File: config.mk
export PLATFORM = sky130hd
export DESIGN_NAME = bnn_pipe_ctrl
export DESIGN_NICKNAME = d
export VERILOG_FILES = /design/src/rtl/bnn_pkg.sv /design/src/rtl/bnn_res_fifo.sv /design/src/rtl/bnn_pipe_ctrl.sv
export SDC_FILE = /design/constraint.sdc
export NUM_CORES = 1
export LEC_CHECK = 0
export ABC_AREA = 1
export BUFFER_PORTS_ARGS = -buffer_cell sky130_fd_sc_hd__buf_4
export CORE_UTILIZATION = 48
export CTS_CLUSTER_SIZE = 25
export DETAILED_ROUTE_END_ITERATION = 12
export PLACE_DENSITY = 0.75
export SETUP_SLACK_MARGIN = 0.15
export SLEW_MARGIN = 20
export SYNTH_ARGS = -nofsm -noshare
export SYNTH_HDL_FRONTEND = slang
export SYNTH_SLANG_ARGS = --single-unit
File: constraint.sdc
create_clock -name clk -period 1.69 [get_ports clk]
set_input_delay 0 -clock clk [delete_from_list [all_inputs] [get_ports clk]]
set_output_delay 0 -clock clk [all_outputs]
set_load 0.05 [all_outputs]
File: src/rtl/bnn_pkg.sv
// Shared definitions for the binarized dense pipeline (784 -> 8 -> 10):
// layer widths, counter width, the "no class" code and a lowest-set-bit
// decoder used to turn a result vector into a class index.
package bnn_pkg;

  localparam int unsigned WIDTH0 = 784;
  localparam int unsigned WIDTH1 = 8;
  localparam int unsigned WIDTH2 = 10;
  localparam int unsigned CNT_W  = 16;

  typedef logic [3:0] class_t;

  localparam class_t CLASS_NONE = 4'hF;

  // Index of the lowest set bit; CLASS_NONE when no bit is set.
  // Meaningful for vectors of up to 15 bits (index 15 aliases CLASS_NONE).
  function automatic class_t lsb_index(input logic [15:0] vec);
    class_t idx;
    idx = CLASS_NONE;
    // Scan downwards so the lowest set bit is the last one written.
    for (int unsigned i = 16; i > 0; i--) begin
      if (vec[i-1]) idx = class_t'(i - 1);
    end
    return idx;
  endfunction

endpackage

File: src/rtl/bnn_res_fifo.sv
// Result FIFO for the final-stage vectors.
//   clk, rst      : clock, asynchronous active-low reset
//   clr           : synchronous clear (empties the FIFO, wins over push/pop)
//   push, din     : write din when not full
//   pop, dout     : dout shows the head; pop removes it when not empty
//   full, empty   : occupancy flags
//   count         : number of stored entries (0..DEPTH)
module bnn_res_fifo #(
  parameter int unsigned WIDTH = 10,
  parameter int unsigned DEPTH = 2
) (
  input  logic                     clk,
  input  logic                     rst,
  input  logic                     clr,
  input  logic                     push,
  input  logic [WIDTH-1:0]         din,
  input  logic                     pop,
  output logic [WIDTH-1:0]         dout,
  output logic                     full,
  output logic                     empty,
  output logic [$clog2(DEPTH):0]   count
);

  localparam int unsigned AW = $clog2(DEPTH);
  localparam int unsigned CW = AW + 1;

  localparam logic [AW-1:0] PTR_ONE = AW'(1);
  localparam logic [CW-1:0] CNT_ONE = CW'(1);
  localparam logic [CW-1:0] CNT_MAX = CW'(DEPTH);

  logic [WIDTH-1:0] mem [DEPTH];
  logic [AW-1:0]    wr_ptr;
  logic [AW-1:0]    rd_ptr;
  logic [CW-1:0]    cnt_q;
  logic             do_push;
  logic             do_pop;

  always_comb begin
    full    = (cnt_q == CNT_MAX);
    empty   = (cnt_q == '0);
    do_push = push & ~full;
    do_pop  = pop & ~empty;
    dout    = mem[rd_ptr];
    count   = cnt_q;
  end

  // Pointers wrap naturally because DEPTH is a power of two.
  always_ff @(posedge clk or negedge rst) begin
    if (!rst) begin
      wr_ptr <= '0;
      rd_ptr <= '0;
      cnt_q  <= '0;
    end else if (clr) begin
      wr_ptr <= '0;
      rd_ptr <= '0;
      cnt_q  <= '0;
    end else begin
      if (do_push) wr_ptr <= wr_ptr + PTR_ONE;
      if (do_pop)  rd_ptr <= rd_ptr + PTR_ONE;
      case ({do_push, do_pop})
        2'b10:   cnt_q <= cnt_q + CNT_ONE;
        2'b01:   cnt_q <= cnt_q - CNT_ONE;
        default: cnt_q <= cnt_q;
      endcase
    end
  end

  always_ff @(posedge clk) begin
    if (do_push && !clr) mem[wr_ptr] <= din;
  end

endmodule

File: src/rtl/bnn_pipe_ctrl.sv
// Flow controller for the two-stage binarized dense pipeline.
// Accepts images on in_valid/in_ready, issues load enables for the stage-1
// (ld1) and stage-2 (ld2) datapath registers, tracks which stages hold live
// data, stalls on output backpressure and queues the stage-2 results in a
// small FIFO whose head is decoded into a class index.
//   clk, rst             : clock, asynchronous active-low reset
//   flush                : synchronous clear of valids and FIFO
//   in_valid / in_ready  : image handshake
//   ld1, ld2             : stage register load enables
//   res_in               : current stage-2 register contents
//   out_valid/out_ready  : result handshake; out_vec is the FIFO head
//   out_class, out_none  : lowest-set-bit index of out_vec / out_vec == 0
//   busy                 : any live data in the pipeline or FIFO
//   cnt_in, cnt_out      : wrapping accepted-image / popped-result counters
module bnn_pipe_ctrl #(
  parameter int unsigned WIDTH2 = bnn_pkg::WIDTH2,
  parameter int unsigned DEPTH  = 2,
  parameter int unsigned CNT_W  = bnn_pkg::CNT_W
) (
  input  logic              clk,
  input  logic              rst,
  input  logic              flush,
  input  logic              in_valid,
  output logic              in_ready,
  output logic              ld1,
  output logic              ld2,
  input  logic [WIDTH2-1:0] res_in,
  output logic              out_valid,
  input  logic              out_ready,
  output logic [WIDTH2-1:0] out_vec,
  output logic [3:0]        out_class,
  output logic              out_none,
  output logic              busy,
  output logic [CNT_W-1:0]  cnt_in,
  output logic [CNT_W-1:0]  cnt_out
);

  import bnn_pkg::*;

  localparam logic [CNT_W-1:0] CNT_ONE = CNT_W'(1);

  logic                   v1;
  logic                   v2;
  logic                   v1_nxt;
  logic                   v2_nxt;
  logic                   run;      // low during reset, high from the first edge after release
  logic                   mv2;
  logic                   push;
  logic                   pop;
  logic                   fifo_full;
  logic                   fifo_empty;
  logic [$clog2(DEPTH):0] fifo_cnt;
  logic [CNT_W-1:0]       cnt_in_q;
  logic [CNT_W-1:0]       cnt_out_q;

  bnn_res_fifo #(
    .WIDTH (WIDTH2),
    .DEPTH (DEPTH)
  ) u_fifo (
    .clk   (clk),
    .rst   (rst),
    .clr   (flush),
    .push  (push),
    .din   (res_in),
    .pop   (pop),
    .dout  (out_vec),
    .full  (fifo_full),
    .empty (fifo_empty),
    .count (fifo_cnt)
  );

  // Handshake and load enables. Push is blocked while full even if the head
  // is popped this cycle: there is no same-cycle pass-through.
  always_comb begin
    mv2      = v2 & ~fifo_full;
    ld2      = ~flush & v1 & (~v2 | mv2);
    in_ready = run & ~flush & (~v1 | ld2);
    ld1      = in_valid & in_ready;
    push     = mv2 & ~flush;
    out_valid = ~fifo_empty;
    pop      = out_valid & out_ready;
    busy     = v1 | v2 | (fifo_cnt != '0);
    out_none = (out_vec == '0);
    out_class = lsb_index(16'(out_vec));
  end

  always_comb begin
    v1_nxt = v1;
    v2_nxt = v2;
    if (flush) begin
      v1_nxt = 1'b0;
      v2_nxt = 1'b0;
    end else begin
      if (ld1)      v1_nxt = 1'b1;
      else if (ld2) v1_nxt = 1'b0;
      if (ld2)      v2_nxt = 1'b1;
      else if (mv2) v2_nxt = 1'b0;
    end
  end

  always_ff @(posedge clk or negedge rst) begin
    if (!rst) begin
      run <= 1'b0;
      v1  <= 1'b0;
      v2  <= 1'b0;
    end else begin
      run <= 1'b1;
      v1  <= v1_nxt;
      v2  <= v2_nxt;
    end
  end

  // Counters are not affected by flush; a pop during flush still counts.
  always_ff @(posedge clk or negedge rst) begin
    if (!rst) begin
      cnt_in_q  <= '0;
      cnt_out_q <= '0;
    end else begin
      if (ld1) cnt_in_q  <= cnt_in_q + CNT_ONE;
      if (pop) cnt_out_q <= cnt_out_q + CNT_ONE;
    end
  end

  assign cnt_in  = cnt_in_q;
  assign cnt_out = cnt_out_q;

endmodule

==> impl_metrics.tcl <==
set metrics [dict create \
    yosys.area_share.adder 0.00868 \
    multi_input_logic_area_um2 1240 \
    hold_viol_final 0 \
    worstReg2RegStart "u_fifo.count[0]" \
    synth.yosys.seq_area_share 0.547 \
    clock-sinks 59 \
    tns_ns -0.301 \
    leading_cell_type_in_the_layout_fill_and_taps_excluded "sky130_fd_sc_hd__nand2_1" \
    wire_length_of_the_first_global_routing_pass_mm 10.0 \
    synth_cell_types 29 \
    regToRegSetupSlack_ns 0.21 \
    final.fill_count 401 \
    final-seq-area_um2 1590 \
    timing.setup.critical_path_class "register to output pin" \
    globalRoute.totalOverflow 0 \
    cellLeakagePower_nw 1.96 \
    violations "negative setup slack" \
    post_synthesis_xor_xnor_area_fraction 0.0820 \
    hp-start "in_valid" \
    drt-vias-per-instance 4.82 \
    final.setup_skew_ns 0.00451 \
    final_cell_area_um2 4140 \
    synth.mux.area_fraction 0 \
    first_pass_iters 4 \
    hold_path.class "input pin to register" \
    top_level_ports 67 \
    floorplan.core_area_um2 5640 \
    fraction_of_the_mapped_netlist_area_in_simple_logic_gates 0.257 \
    regToRegEndpoint "cnt_out[12]" \
    drive_above_1_share 0.376 \
    cp-end-kind "output pin" \
    number_of_buffers_created_by_cts 9 \
    place_worst_setup_slack_ns 0.107 \
    start_util 0.511 \
    route.vias.total 2398 \
    postSynthRegisterBits 59 \
    port_buffers 66 \
    max_freq_mhz 563 \
    setup.worst_path.start_class "register" \
    cp_cell_sequence "inv_2 > or2_1 > o21ai_2 > inv_2 > nor2_4 > nand2_1 > a21boi_2 > buf_6" \
    timing.hold.ws_ns 0.0812 \
    grt_start_max_net_pins 40 \
    track_usage 0.212 \
    worstPathBufferInverterCount 3 \
    post_synth_instance_area_um2 2880 \
    post_route_total_power_mw 4.68 \
    hold-path-cell-count 5 \
    synth_compound_gate_area_share 0.0412 \
    routed_wl_mm 6.40 \
    placement_cell_area_um2 3560 \
    path_delay_family "simple AND/OR/NAND/NOR gates" \
    vdd_drop_max_uv 1120 \
    worst_hold_path.endpoint "cnt_in[1]" \
    main_combinational_cell_family_by_area_after_synthesis "simple AND/OR/NAND/NOR gates" \
    reg2reg_depth 9 \
    dp.final_hpwl_mm 4.22 \
    final_net_count 438 \
    drt_iter0_drc 92 \
    max_stage_delay_ns 0.40 \
    dieWidth_um 79.5 \
    timing.critical_path.arrival_ns 1.78 \
    report.final.slew_viol_count 0 \
    ctsLongestPathBuffers 2 \
    fp-row-count 27 \
    worst_ep_required_time_ns 1.69 \
    drv_cap 0 \
    post_synth.cell_area_avg_um2 9.18 \
    route.detailed.wl_per_inst_um 12.8 \
    critical-path-top-cell-by-count "sky130_fd_sc_hd__inv_2" \
    setup_viol 5 \
    final_period_minus_worst_setup_slack_ns 1.78 \
    final_critical_path_setup_slack_ns -0.0869 \
    insertion_delay_ns 0.33 \
    finalWeightedCongestion 0.797 \
    drt_drc 0 \
    die_height_um 79.5 \
    clockRootBuffer "sky130_fd_sc_hd__clkbuf_8" \
    cts_clock_pin_slew_for_the_worst_setup_and_hold_paths_ns 0.06 \
    final_min_period_over_clock_period 1.05 \
    synth_nets 331 \
    tritoncts "built" \
    growth_of_design_area_from_synthesis_to_finish_pct 43.6 \
    ys.warnings.count 0 \
    insertedDiodeCount 0 \
    final_cell_mix "sky130_fd_sc_hd__nand2_1, sky130_fd_sc_hd__buf_4, sky130_fd_sc_hd__inv_1, sky130_fd_sc_hd__dfrtp_1, sky130_fd_sc_hd__edfxtp_1" \
    first_global_vias 2385 \
    initial_antenna_violation_count 0 \
    ant_nets 0 \
    cts.htree.levels 3 \
    rsz_0062_raised_after_global_routing "yes" \
    gate_count_post_synth 314 \
    outcome "finished with violations" \
    die_area_um2 6320 \
    cp_slowest_cell "sky130_fd_sc_hd__dfrtp_1" \
    path_max_fanout 8 \
    power_density_nw_per_um2 1130 \
]
==> layout make-up <==
cell class	count	share of cell area
repair buffers	98	0.208
flip-flops and latches	59	0.384
inverters	45	0.0423
multi-input cells	208	0.300
well taps	72	0.0217
clock inverters	6	0.0136
clock buffers	10	0.0308
==> logic make-up after synthesis <==
group,count (synthesis)
buffers and inverters,47
DFF,59
other,1
and+or+nand+nor,158
xor gates and xnor gates,27
adders and majority gates,2
AOI/OAI and AO/OA,20
==> registers in the layout, indices dropped and copies added, names as in the netlist <==
register,cells
u_fifo.wr_ptr,1
v2,1
cnt_out,16
run,1
u_fifo.mem,20
u_fifo.rd_ptr,1
v1,1
cnt_in,16
u_fifo.count,2
==> power by group <==
group,internal [mW],switching (mW)
registers,1.64,0.193
clock network,0.667,0.528
logic,0.559,1.09
total,2.86,1.82
==> layer usage <==
layer,part of all wire,track usage,vias up
met5,0,0,-
met4,0.015,0.109,0
li1,-,-,1200
met3,0.053,0.0571,9
met1,0.41,0.239,1118
met2,0.52,0.367,71
==> synthesized netlist by cell type <==
cell type	count	area (um^2)
sky130_fd_sc_hd__inv_2	4	15.0
sky130_fd_sc_hd__edfxtp_1	20	601
sky130_fd_sc_hd__buf_2	1	5.00
sky130_fd_sc_hd__a21oi_1	4	20.0
sky130_fd_sc_hd__nor4_1	1	6.26
sky130_fd_sc_hd__and2_1	1	6.26
sky130_fd_sc_hd__nor2_2	5	31.3
sky130_fd_sc_hd__nand2_2	4	25.0
sky130_fd_sc_hd__o22ai_1	1	6.26
sky130_fd_sc_hd__a21boi_0	1	7.51
sky130_fd_sc_hd__nand2_1	83	312
sky130_fd_sc_hd__o21ai_2	3	26.3
sky130_fd_sc_hd__or2_0	5	31.3
sky130_fd_sc_hd__dfrtp_1	39	976
sky130_fd_sc_hd__nor2_4	5	56.3
sky130_fd_sc_hd__conb_1	1	3.75
sky130_fd_sc_hd__o21ai_0	10	50.1
sky130_fd_sc_hd__inv_1	41	154
sky130_fd_sc_hd__nand4_1	6	37.5
sky130_fd_sc_hd__nor3_1	7	35.0
sky130_fd_sc_hd__xor2_1	18	158
sky130_fd_sc_hd__o221ai_1	1	8.76
sky130_fd_sc_hd__ha_1	2	25.0
sky130_fd_sc_hd__buf_4	1	7.51
sky130_fd_sc_hd__nand3_1	12	60.1
sky130_fd_sc_hd__nor2_1	25	93.8
sky130_fd_sc_hd__nor3_2	3	30.0
sky130_fd_sc_hd__xnor2_1	9	78.8
sky130_fd_sc_hd__nand3_4	1	17.5
==> through the flow <==
stage / utilization / std cells
floorplan: - / 314
global placement: 0.631 / 455
detailed placement: 0.631 / 455
CTS: 0.711 / 493
global route: 0.734 / 498
finish: 0.734 / 498
==> tightest hold or removal path: stages <==
cell and delay, ns:
sky130_fd_sc_hd__buf_4 0.12, sky130_fd_sc_hd__nand3_4 0.11, sky130_fd_sc_hd__inv_4 0.06, sky130_fd_sc_hd__nand2_1 0.05, sky130_fd_sc_hd__nand2_1 0.04
==> how the worst max path moves through the flow <==
stage / to / startpoint / cells past startpoint
5_1_grt: out_none / u_fifo.rd_ptr / 8
2_1_floorplan: out_none / u_fifo.rd_ptr / 7
3_5_place_dp: out_none / u_fifo.rd_ptr / 7
6_report: out_class[1] / u_fifo.rd_ptr / 8
3_3_place_gp: out_none / u_fifo.rd_ptr / 7
4_1_cts: out_none / u_fifo.rd_ptr / 8
==> what timing repair did <==
action,CTS,global route
endpoints found under the hold margin,63,0
hold buffers,13,0
pin swaps,8,8
resized for setup,22,23
setup buffers,9,4
endpoints found under the setup margin,6,27
gates cloned,0,1
Note: power is estimated with default switching activity, not from simulation.
